--- config.mk ---
export PLATFORM = sky130hd
export DESIGN_NAME = fp_div_iter
export DESIGN_NICKNAME = d
export VERILOG_FILES = /design/src/rtl/fpu_pkg.sv /design/src/rtl/fp_mant_div.sv /design/src/rtl/fp_div_iter.sv
export SDC_FILE = /design/constraint.sdc
export NUM_CORES = 1
export LEC_CHECK = 0
export BUFFER_PORTS_ARGS = -buffer_cell sky130_fd_sc_hd__buf_4
export CAP_MARGIN = 5
export CORE_AREA = 2 2 89 91
export DETAILED_ROUTE_END_ITERATION = 6
export DIE_AREA = 0 0 91 93
export PLACE_DENSITY = 0.79
export SKIP_LAST_GASP = 1
export SYNTH_ARGS = -nofsm -noshare
export SYNTH_HDL_FRONTEND = slang
export SYNTH_SLANG_ARGS = --single-unit
--- constraint.sdc ---
create_clock -name clk -period 4 [get_ports clk]
set_input_delay 0 -clock clk [delete_from_list [all_inputs] [get_ports clk]]
set_output_delay 0 -clock clk [all_outputs]
set_load 0.1 [all_outputs]
--- src/rtl/fpu_pkg.sv ---
// Shared types and constants for the iterative floating-point divider.
package fpu_pkg;

  typedef enum logic [1:0] {
    IDLE,
    SPEC,
    DIV,
    RND
  } state_t;

  typedef enum logic [1:0] {
    ZERO,
    NORM,
    INF,
    NAN
  } cls_t;

  typedef struct packed {
    logic overflow;
    logic underflow;
    logic inexact;
    logic invalid;
    logic div_by_zero;
  } flags_t;

  // Unsigned infinity pattern {exp all-ones, man 0}, right-aligned in 64 bits.
  function automatic logic [63:0] inf_bits(input int exp_w, input int man_w);
    logic [63:0] e_ones;
    e_ones = (64'd1 << exp_w) - 64'd1;
    return e_ones << man_w;
  endfunction

  // Canonical quiet NaN: sign 0, exp all-ones, only the mantissa MSB set.
  function automatic logic [63:0] qnan_bits(input int exp_w, input int man_w);
    return inf_bits(exp_w, man_w) | (64'd1 << (man_w - 1));
  endfunction

endpackage

--- src/rtl/fp_mant_div.sv ---
// Iterative unsigned restoring divider: {a} * 2^(NQ-1) / {b}, one quotient
// bit per cycle, MSB first. Both operands carry their hidden 1, so the
// partial remainder always stays below the divisor.
module fp_mant_div
  import fpu_pkg::*;
#(
  parameter int MW = 8,
  parameter int NQ = 10
) (
  input  logic          clk,
  input  logic          reset,
  input  logic          load,
  input  logic [MW-1:0] a,
  input  logic [MW-1:0] b,
  output logic          done,
  output logic [NQ-1:0] q,
  output logic [MW-1:0] r
);

  localparam int CW = $clog2(NQ);
  localparam logic [CW-1:0] LAST = CW'(NQ - 1);

  logic          run;
  logic [CW-1:0] cnt;
  logic [MW-1:0] dvsr;
  logic [MW:0]   trial;
  logic [MW:0]   diff;
  logic          ge;

  // Trial subtraction; the first step compares the dividend unshifted.
  // Since remainder < divisor, diff fits in MW+1 signed bits and its MSB
  // is a reliable borrow.
  always_comb begin
    trial = (cnt == '0) ? {1'b0, r} : {r, 1'b0};
    diff  = trial - {1'b0, dvsr};
    ge    = ~diff[MW];
  end

  // done is high during the cycle whose closing edge produces the last bit.
  assign done = run && (cnt == LAST);

  // Iteration control: start on load, stop after NQ bits.
  always_ff @(posedge clk) begin
    if (reset) begin
      run <= 1'b0;
      cnt <= '0;
    end else if (load) begin
      run <= 1'b1;
      cnt <= '0;
    end else if (run) begin
      cnt <= cnt + CW'(1);
      if (done) run <= 1'b0;
    end
  end

  // Quotient/remainder datapath: shift in one quotient bit per cycle.
  always_ff @(posedge clk) begin
    if (load) begin
      r    <= a;
      dvsr <= b;
      q    <= '0;
    end else if (run) begin
      q <= {q[NQ-2:0], ge};
      r <= ge ? diff[MW-1:0] : trial[MW-1:0];
    end
  end

endmodule

--- src/rtl/fp_div_iter.sv ---
// Parametrised iterative floating-point divider with a one-cycle special
// case path. Define FP_DIV_ROUND_EN for round-to-nearest-even; otherwise
// results are truncated toward zero.
module fp_div_iter
  import fpu_pkg::*;
#(
  parameter int EXP_W = 8,
  parameter int MAN_W = 7
) (
  input  logic                     clk,
  input  logic                     reset,
  input  logic                     start,
  input  logic [EXP_W+MAN_W:0]     opA,
  input  logic [EXP_W+MAN_W:0]     opB,
  output logic [EXP_W+MAN_W:0]     quotient,
  output logic                     valid,
  output logic                     busy,
  output logic                     overflow,
  output logic                     underflow,
  output logic                     inexact,
  output logic                     invalid,
  output logic                     div_by_zero
);

  localparam int W    = 1 + EXP_W + MAN_W;
  localparam int NQ   = MAN_W + 3;
  localparam int EW   = EXP_W + 2;
  localparam int BIAS = (1 << (EXP_W - 1)) - 1;

  localparam logic [W-1:0]          INF_P  = W'(inf_bits(EXP_W, MAN_W));
  localparam logic [W-1:0]          QNAN   = W'(qnan_bits(EXP_W, MAN_W));
  localparam logic [W-2:0]          INF_M  = INF_P[W-2:0];
  localparam logic signed [EW-1:0]  BIAS_E = EW'(BIAS);
  localparam logic signed [EW-1:0]  E_OVF  = EW'((1 << EXP_W) - 1);
  localparam logic signed [EW-1:0]  E_ZERO = '0;
  localparam logic signed [EW-1:0]  ONE_E  = EW'(1);

  state_t state;
  flags_t flg_q;

  cls_t                   cls_a, cls_b;
  logic                   sgn, special;
  logic [W-1:0]           spec_res;
  flags_t                 spec_flg;
  logic signed [EW-1:0]   e_calc;

  logic                   sgn_q;
  logic signed [EW-1:0]   e_q;
  logic [W-1:0]           spec_res_q;
  flags_t                 spec_flg_q;

  logic                   div_load, div_done;
  logic [NQ-1:0]          dq;
  logic [MAN_W:0]         dr;

  logic [NQ-1:0]          qn;
  logic signed [EW-1:0]   e_n, e_f;
  logic                   guard, sticky;
  logic [MAN_W-1:0]       mant, mant_f;
  logic [MAN_W:0]         mant_s;
  logic [W-1:0]           rnd_res;
  flags_t                 rnd_flg;

  function automatic cls_t classify(input logic [W-2:0] x);
    logic [EXP_W-1:0] e;
    logic [MAN_W-1:0] m;
    e = x[W-2:MAN_W];
    m = x[MAN_W-1:0];
    if (e == '0)      return ZERO;
    else if (e == '1) return (m == '0) ? INF : NAN;
    else              return NORM;
  endfunction

  // Rounding increment from guard, sticky and result LSB.
  function automatic logic round_inc(input logic g, input logic s, input logic lsb);
`ifdef FP_DIV_ROUND_EN
    return g & (s | lsb);
`else
    return 1'b0 & (g | s | lsb);
`endif
  endfunction

  assign busy        = (state != IDLE);
  assign overflow    = flg_q.overflow;
  assign underflow   = flg_q.underflow;
  assign inexact     = flg_q.inexact;
  assign invalid     = flg_q.invalid;
  assign div_by_zero = flg_q.div_by_zero;

  // Operand classification, special-case result and biased exponent difference.
  always_comb begin
    cls_a    = classify(opA[W-2:0]);
    cls_b    = classify(opB[W-2:0]);
    sgn      = opA[W-1] ^ opB[W-1];
    special  = (cls_a != NORM) || (cls_b != NORM);
    spec_flg = '0;
    if (cls_a == NAN || cls_b == NAN || (cls_a == ZERO && cls_b == ZERO) ||
        (cls_a == INF && cls_b == INF)) begin
      spec_res         = QNAN;
      spec_flg.invalid = 1'b1;
    end else if (cls_a == NORM && cls_b == ZERO) begin
      spec_res             = {sgn, INF_M};
      spec_flg.div_by_zero = 1'b1;
    end else if (cls_a == INF) begin
      spec_res = {sgn, INF_M};
    end else begin
      spec_res = {sgn, {(W-1){1'b0}}};
    end
    e_calc = $signed({2'b00, opA[W-2:MAN_W]}) - $signed({2'b00, opB[W-2:MAN_W]}) + BIAS_E;
  end

  assign div_load = (state == IDLE) && start && !special;

  fp_mant_div #(
    .MW (MAN_W + 1),
    .NQ (NQ)
  ) u_mant_div (
    .clk   (clk),
    .reset (reset),
    .load  (div_load),
    .a     ({1'b1, opA[MAN_W-1:0]}),
    .b     ({1'b1, opB[MAN_W-1:0]}),
    .done  (div_done),
    .q     (dq),
    .r     (dr)
  );

  // Normalise, round and range-check the finished mantissa quotient.
  always_comb begin
    qn  = dq;
    e_n = e_q;
    if (!dq[NQ-1]) begin
      qn  = dq << 1;
      e_n = e_q - ONE_E;
    end
    guard  = qn[1];
    sticky = qn[0] | (dr != '0);
    mant   = qn[NQ-2:2];
    mant_s = {1'b0, mant} + {{MAN_W{1'b0}}, round_inc(guard, sticky, mant[0])};
    e_f    = e_n;
    mant_f = mant_s[MAN_W-1:0];
    if (mant_s[MAN_W]) begin
      e_f    = e_n + ONE_E;
      mant_f = '0;
    end
    rnd_flg         = '0;
    rnd_flg.inexact = guard | sticky;
    if (e_f >= E_OVF) begin
      rnd_res          = {sgn_q, INF_M};
      rnd_flg.overflow = 1'b1;
      rnd_flg.inexact  = 1'b1;
    end else if (e_f <= E_ZERO) begin
      rnd_res           = {sgn_q, {(W-1){1'b0}}};
      rnd_flg.underflow = 1'b1;
      rnd_flg.inexact   = 1'b1;
    end else begin
      rnd_res = {sgn_q, e_f[EXP_W-1:0], mant_f};
    end
  end

  // Capture per-operation context when a request is accepted.
  always_ff @(posedge clk) begin
    if (state == IDLE && start) begin
      sgn_q      <= sgn;
      e_q        <= e_calc;
      spec_res_q <= spec_res;
      spec_flg_q <= spec_flg;
    end
  end

  // Control FSM with registered result, flags and valid pulse.
  always_ff @(posedge clk) begin
    if (reset) begin
      state    <= IDLE;
      valid    <= 1'b0;
      quotient <= '0;
      flg_q    <= '0;
    end else begin
      valid <= 1'b0;
      case (state)
        IDLE: if (start) state <= special ? SPEC : DIV;
        SPEC: begin
          state    <= IDLE;
          valid    <= 1'b1;
          quotient <= spec_res_q;
          flg_q    <= spec_flg_q;
        end
        DIV:  if (div_done) state <= RND;
        RND: begin
          state    <= IDLE;
          valid    <= 1'b1;
          quotient <= rnd_res;
          flg_q    <= rnd_flg;
        end
        default: state <= IDLE;
      endcase
    end
  end

endmodule
==> results of run 1 <==
registers in the layout, indices dropped and copies added, names as in the netlist:
signal	flops
u_mant_div.run	1
sgn_q	1
u_mant_div.cnt	4
spec_res_q	3
invalid	1
inexact	1
u_mant_div.dvsr	7
state	2
e_q	10
div_by_zero	1
valid	1
u_mant_div.r	8
quotient	16
spec_flg_q	2
underflow	1
u_mant_div.q	10
overflow	1
placed cells by master, fill, tap and decap left out, types with 5 or more instances in the layout:
cell,count
nor3_1,16
nor4_1,10
or3_1,5
xor2_1,7
clkbuf_8,10
nand4_1,7
dfxtp_1,40
nor2_1,44
ha_1,20
mux2i_1,21
a21oi_1,20
o21ai_1,7
edfxtp_1,30
inv_1,30
buf_4,60
a21o_1,5
o21ai_0,17
nor2b_1,11
dlygate4sd3_1,17
nand2_1,47
a211oi_1,14
nand2b_1,8
xnor2_1,16
o31ai_1,6
nand3_1,12
cell type report:
cell class / count / area (sq um) / share of cell area [%]
Timing Repair Buffer: 77 / 620.6 / 12.17
Inverter: 30 / 112.6 / 2.209
Tap cell: 102 / 127.6 / 2.503
Clock inverter: 6 / 35.03 / 0.6871
Sequential cell: 70 / 1702 / 33.37
Clock buffer: 10 / 137.6 / 2.699
Multi-Input combinational cell: 351 / 2364 / 46.36
worst max path at each step:
stage | end | depth (start not counted)
after global routing | u_mant_div.r[4] | 13
after global placement | u_mant_div.r[4] | 13
final | u_mant_div.r[4] | 13
after detailed placement | u_mant_div.r[4] | 13
after floorplan | u_mant_div.r[4] | 14
after CTS | u_mant_div.r[4] | 13
logic make-up after synthesis:
family | share of synthesized area (%)
DFF | 39.93
adders and majority gates | 6.812
buffers and inverters | 4.609
and+or+nand+nor | 22.49
xor gates and xnor gates | 4.727
AOI/OAI and AO/OA | 15.97
muxes | 5.461
what timing repair did:
| item | 4_1_cts | 5_1_grt |
|---|---|---|
| hold endpoints to repair | 16 | 0 |
| setup buffers | 0 | 0 |
| hold buffers | 17 | 0 |
| resized for setup | 0 | 0 |
tightest hold or removal path, cell delays in order:
cell     delay, ns
buf_4         0.10
nor2_1        0.04
a21oi_1       0.10
power by group:
part	switching, W	internal, W
Sequential	0.0000721	0.000822
Combinational	0.000349	0.000275
Clock	0.000268	0.000239
Total	0.000689	0.00134
metal layers:
| metal | routed length [um] | global-route usage [%] |
|---|---|---|
| met1 | 4238 | 28.38 |
| met2 | 4208 | 35.62 |
| met3 | 417 | 4.110 |
| met4 | 183 | 8.333 |
| met5 | 0 | 0 |
stage by stage:
| step | instances | utilization, % | worst slack, ns |
|---|---|---|---|
| 2_1_floorplan | 471 | - | 0.5941 |
| 3_3_place_gp | 613 | 63.18 | 0.6732 |
| 3_5_place_dp | 613 | 63.18 | 0.5732 |
| 4_1_cts | 646 | 67.74 | 0.5592 |
| 5_1_grt | 646 | 67.74 | 0.3286 |
| 6_report | 646 | 67.74 | 0.5351 |
==> flow_summary.yaml, run 1 <==
run_status:
  status: "finished, final reports clean"
cts:
  clock_latency_ns: 0.35
  cts_sinks: 70
  cts.htree.levels: 3
  cts_buffers: 9
  clock_path_buffers: 2
  clk_pin_slew_ns: 0.08
  ctsRootBufferMaster: "clkbuf_8"
  cts_tree: "yes"
detailed_routing:
  drtAntennaViolNets: 0
  drt_iter0_markers: 198
  num_vias: 3598
  drtPass1Iterations: 4
  detail_route.drc_violations: 0
  wl_um: 9047
  wl_per_cell_um: 14.00
  via_per_inst: 5.570
job:
  drv_cap: 0
power:
  leakage_nw: 2.032
  power.density_nw_per_um2: 397.0
  ir_drop_v: 0.0002602
  totalPowerFinal_w: 0.002024
floorplan:
  start_util_pct: 56.62
  die_height_um: 93
  dieWidth_um: 91
  ios: 58
  core-area_sq_um: 7527
  fp-row-count: 32
  die_area_sq_um: 8463
final_layout:
  areaGrowthSynthToFinish_pct: 19.64
  nNetsFinal: 596
  diodes: 0
  fillers: 637
  drive_gt1_share_pct: 16.54
  fin_area_sq_um: 5099
synth:
  syn_nets: 528
  ys_seq_area_share_pct: 39.93
  yosysMostFrequentCell: "nand2_1"
  synth_edf_count: 30
  synth_common_cells: "47 x nand2_1, 44 x nor2_1, 40 x dfxtp_1"
  synth_top_cells_by_area: "edfxtp_1 21%, dfxtp_1 19%, ha_1 5.9%"
  avgSynthCellArea_sq_um: 9.048
  syn_area_sq_um: 4262
  yosys_warnings: 0
  synth_top_area_cell: "edfxtp_1"
  ys.flop_type: "dfxtp_1"
  async_flop_share_pct: 0
  synth_seq_cells: 70
  ys_types: 58
  synth_cells: 471
  synth_top_area_share_pct: 21.14
timing:
  rsz0062_at_grt: "false"
  worst_slew_pin_slew_ns: 0.9696
  timing.final.crit_share_pct: 86.62
  hold_violations: 0
  slew-limit-headroom_pct: 35.27
  fin_crit_ns: 3.465
  setup_violations: 0
  timing.fmax_mhz: 288.6
  fin_hold_ws_ns: 0.007400
  final.setup_skew_ns: 0.009525
  fin_tns_setup_ns: 0
  drv_slew: 0
setup_path:
  start_kind: "flop"
  worstReg2RegStart: "u_mant_div.cnt[1]"
  path_delay_family: "simple AND/OR/NAND/NOR gates"
  crit_required_ns: 4.21
  critPathLaunch: "u_mant_div.cnt[1]"
  end_kind: "flop"
  crit_buf_inv: 2
  critPathMaxStageDelay_ns: 0.39
  cp_cell_sequence: "inv_1 -> ha_1 -> nor3b_1 -> buf_4 -> nand2_1 -> nand2_1 -> ha_1 -> or2_2 -> a21o_1 -> a311o_1 -> and2_1 -> or3_1 -> a21oi_1"
  reg2reg_to: "u_mant_div.r[4]"
  r2r_slack_ns: 0.54
  critical_path_peak_fanout: 11
  crit_path_top_delay_cell: "nor3b_1"
  worst_ep_arrival_time_ns: 3.67
  worst-setup-path-type: "flop to flop"
  reg2regPathDepth: 13
placement:
  gp_congestion: 0.9049
  dpl.hpwl_um: 6596
  io_buffers: 57
  place_area_sq_um: 4756
global_routing:
  antenna_found_initial: 0
  grt_max_degree: 27
  grt_pass1_vias: 3252
  grt_overflow: 0
  grt_pass1_wl_um: 14720
  grt_usage_pct: 21.63
worst_hold_path:
  min_to: "u_mant_div.r[0]"
  hold_class: "input pin to flop"
  worstHoldStart: "opA[0]"
  hold_depth: 3
Note: power is estimated with default switching activity, not from simulation.
==> run 2, diff against run 1 <==
--- a/config.mk
+++ b/config.mk
@@ -7,10 +7,10 @@
 export LEC_CHECK = 0
 export BUFFER_PORTS_ARGS = -buffer_cell sky130_fd_sc_hd__buf_4
 export CAP_MARGIN = 5
-export CORE_AREA = 2 2 89 91
+export CORE_AREA = 2 2 96 98
 export DETAILED_ROUTE_END_ITERATION = 6
-export DIE_AREA = 0 0 91 93
-export PLACE_DENSITY = 0.79
+export DIE_AREA = 0 0 98 100
+export PLACE_DENSITY = 0.69
 export SKIP_LAST_GASP = 1
 export SYNTH_ARGS = -nofsm -noshare
 export SYNTH_HDL_FRONTEND = slang
==> flow_summary.yaml, run 2 (synthesis gave the netlist of run 1 again) <==
run_status:
  status: "finished, final reports clean"
timing:
  final.setup_skew_ns: 0.01480
  layout_setup_ws_ns: 0.4879
  slew-limit-headroom_pct: 34.21
  fin_crit_ns: 3.512
  timing.fmax_mhz: 284.7
  timing.final.crit_share_pct: 87.80
  worst_slew_pin_slew_ns: 0.9855
  hold_violations: 0
  rsz0062_at_grt: "false"
  setup_violations: 0
  fin_hold_ws_ns: 0.008114
  drv_slew: 0
  fin_tns_setup_ns: 0
placement:
  io_buffers: 57
  dpl.hpwl_um: 6925
  dp_slack_ns: 0.5500
  gp_congestion: 0.9573
  place_area_sq_um: 4775
final_layout:
  reg_top3: "quotient x16, e_q x10, u_mant_div.q x10"
  final_core_util_pct: 57.69
  final_cell_mix: "61 x buf_4, 47 x nand2_1, 44 x nor2_1, 40 x dfxtp_1"
  largest_reg_flops: 16
  fin_area_sq_um: 5129
  final_common_cell: "buf_4"
  regMostFlops: "quotient"
  areaGrowthSynthToFinish_pct: 20.35
  drive_gt1_share_pct: 16.70
  fillers: 814
  diodes: 0
  nNetsFinal: 597
job:
  drv_cap: 0
setup_path:
  r2r_slack_ns: 0.49
  endpoint: "u_mant_div.r[4]"
  end_kind: "flop"
  critical_path_peak_fanout: 11
  crit_path_top_delay_cell: "nor3b_1"
  start_kind: "flop"
  reg2regPathDepth: 13
  worstReg2RegStart: "u_mant_div.cnt[1]"
  worst-setup-path-type: "flop to flop"
  critPathLaunch: "u_mant_div.cnt[1]"
  cp_cell_sequence: "inv_1 -> ha_1 -> nor3b_1 -> buf_4 -> nand2_1 -> nand2_1 -> ha_1 -> or2_2 -> a21o_1 -> a311o_1 -> and2_1 -> or3_1 -> a21oi_1"
  worst_ep_arrival_time_ns: 3.72
  critPathMaxStageDelay_ns: 0.40
  reg2reg_to: "u_mant_div.r[4]"
  crit_required_ns: 4.21
detailed_routing:
  detail_route.drc_violations: 0
  via_per_inst: 5.476
  wl_per_cell_um: 14.20
  wl_um: 9314
  drtAntennaViolNets: 0
  num_vias: 3592
  drt_iter0_markers: 109
  drtPass1Iterations: 4
floorplan:
  start_util_pct: 47.94
  dieWidth_um: 98
  fp-row-count: 35
  die_area_sq_um: 9800
  ios: 58
  die_height_um: 100
  core-area_sq_um: 8890
cts:
  cts.htree.levels: 3
  cts_sinks: 70
  clock_path_buffers: 2
  clock_latency_ns: 0.34
  post_cts_buffers: 0
  ctsRootBufferMaster: "clkbuf_8"
  cts_tree: "yes"
  clk_pin_slew_ns: 0.09
  cts_buffers: 9
global_routing:
  grt_pass1_vias: 3420
  grt_pass1_wl_um: 15690
  grt_max_degree: 27
  grt_usage_pct: 19.49
  grt_overflow: 0
  antenna_found_initial: 0
worst_hold_path:
  hold_class: "input pin to flop"
power:
  power.density_nw_per_um2: 401.9
  ir_drop_v: 0.0002209
  leakage_nw: 2.038
-- run 2: changes by cell type in the layout (fill, tap and decap cells not counted), sizes merged --
cell,previous run,this run
inv,32,36
clkinv,3,0
clkbuf,10,9
buf,60,61
-- run 2: critical path, delay by kind of cell (launching register included) --
kind                     cells  cell delay (ns)
adder cells (fa/ha/maj)      2             0.42
AO/OA/AOI/OAI                3             0.71
flip-flops                   1             0.35
buffers and inverters        2             0.37
AND/OR/NAND/NOR              6             1.52
-- run 2: worst min-delay path by stage --
stage,start,end,slack (ns),cells past startpoint
after detailed placement,opB[3],u_mant_div.dvsr[3],0.19,1
after floorplan,opB[0],u_mant_div.dvsr[0],0.1,0
after global placement,opB[0],u_mant_div.dvsr[0],0.19,1
after CTS,opA[0],u_mant_div.r[0],0.001,3
after global routing,opA[0],u_mant_div.r[0],0.06,3
final,opA[0],u_mant_div.r[0],0.008,3
-- run 2: what timing repair did --
action,4_1_cts,5_1_grt
hold buffers,17,0
resized for setup,0,0
endpoints found under the hold margin,16,0
-- run 2: final cells by class --
class,instances,area (sq um),share of cell area [%]
clock buffer,9,123.9,2.415
clock inverter,7,60.06,1.171
inverter,30,112.6,2.196
multi-input combinational,351,2364,46.08
sequential,70,1702,33.18
tap,111,138.9,2.708
timing repair buffer,78,628.1,12.25
-- run 2: power by group --
part	total [W]	internal (W)	switching (W)
sequential	0.000893	0.000821	0.0000720
clock	0.000541	0.000239	0.000302
combinational	0.000627	0.000276	0.000351
-- run 2: per-stage QoR --
stage | instances | total power, W
finish | 656 | 0.002061
global route | 656 | 0.002183
CTS | 656 | 0.002067
detailed placement | 623 | 0.001511
global placement | 623 | 0.001493
floorplan | 471 | 0.001359
-- run 2: metal layers --
layer	GRT usage, %	part of all wire, %	vias to the layer above
li1	-	-	1849
met1	26.11	48	1630
met2	31.56	46	96
met3	2.925	3.7	17
met4	8.547	2.4	0
met5	0	0	-
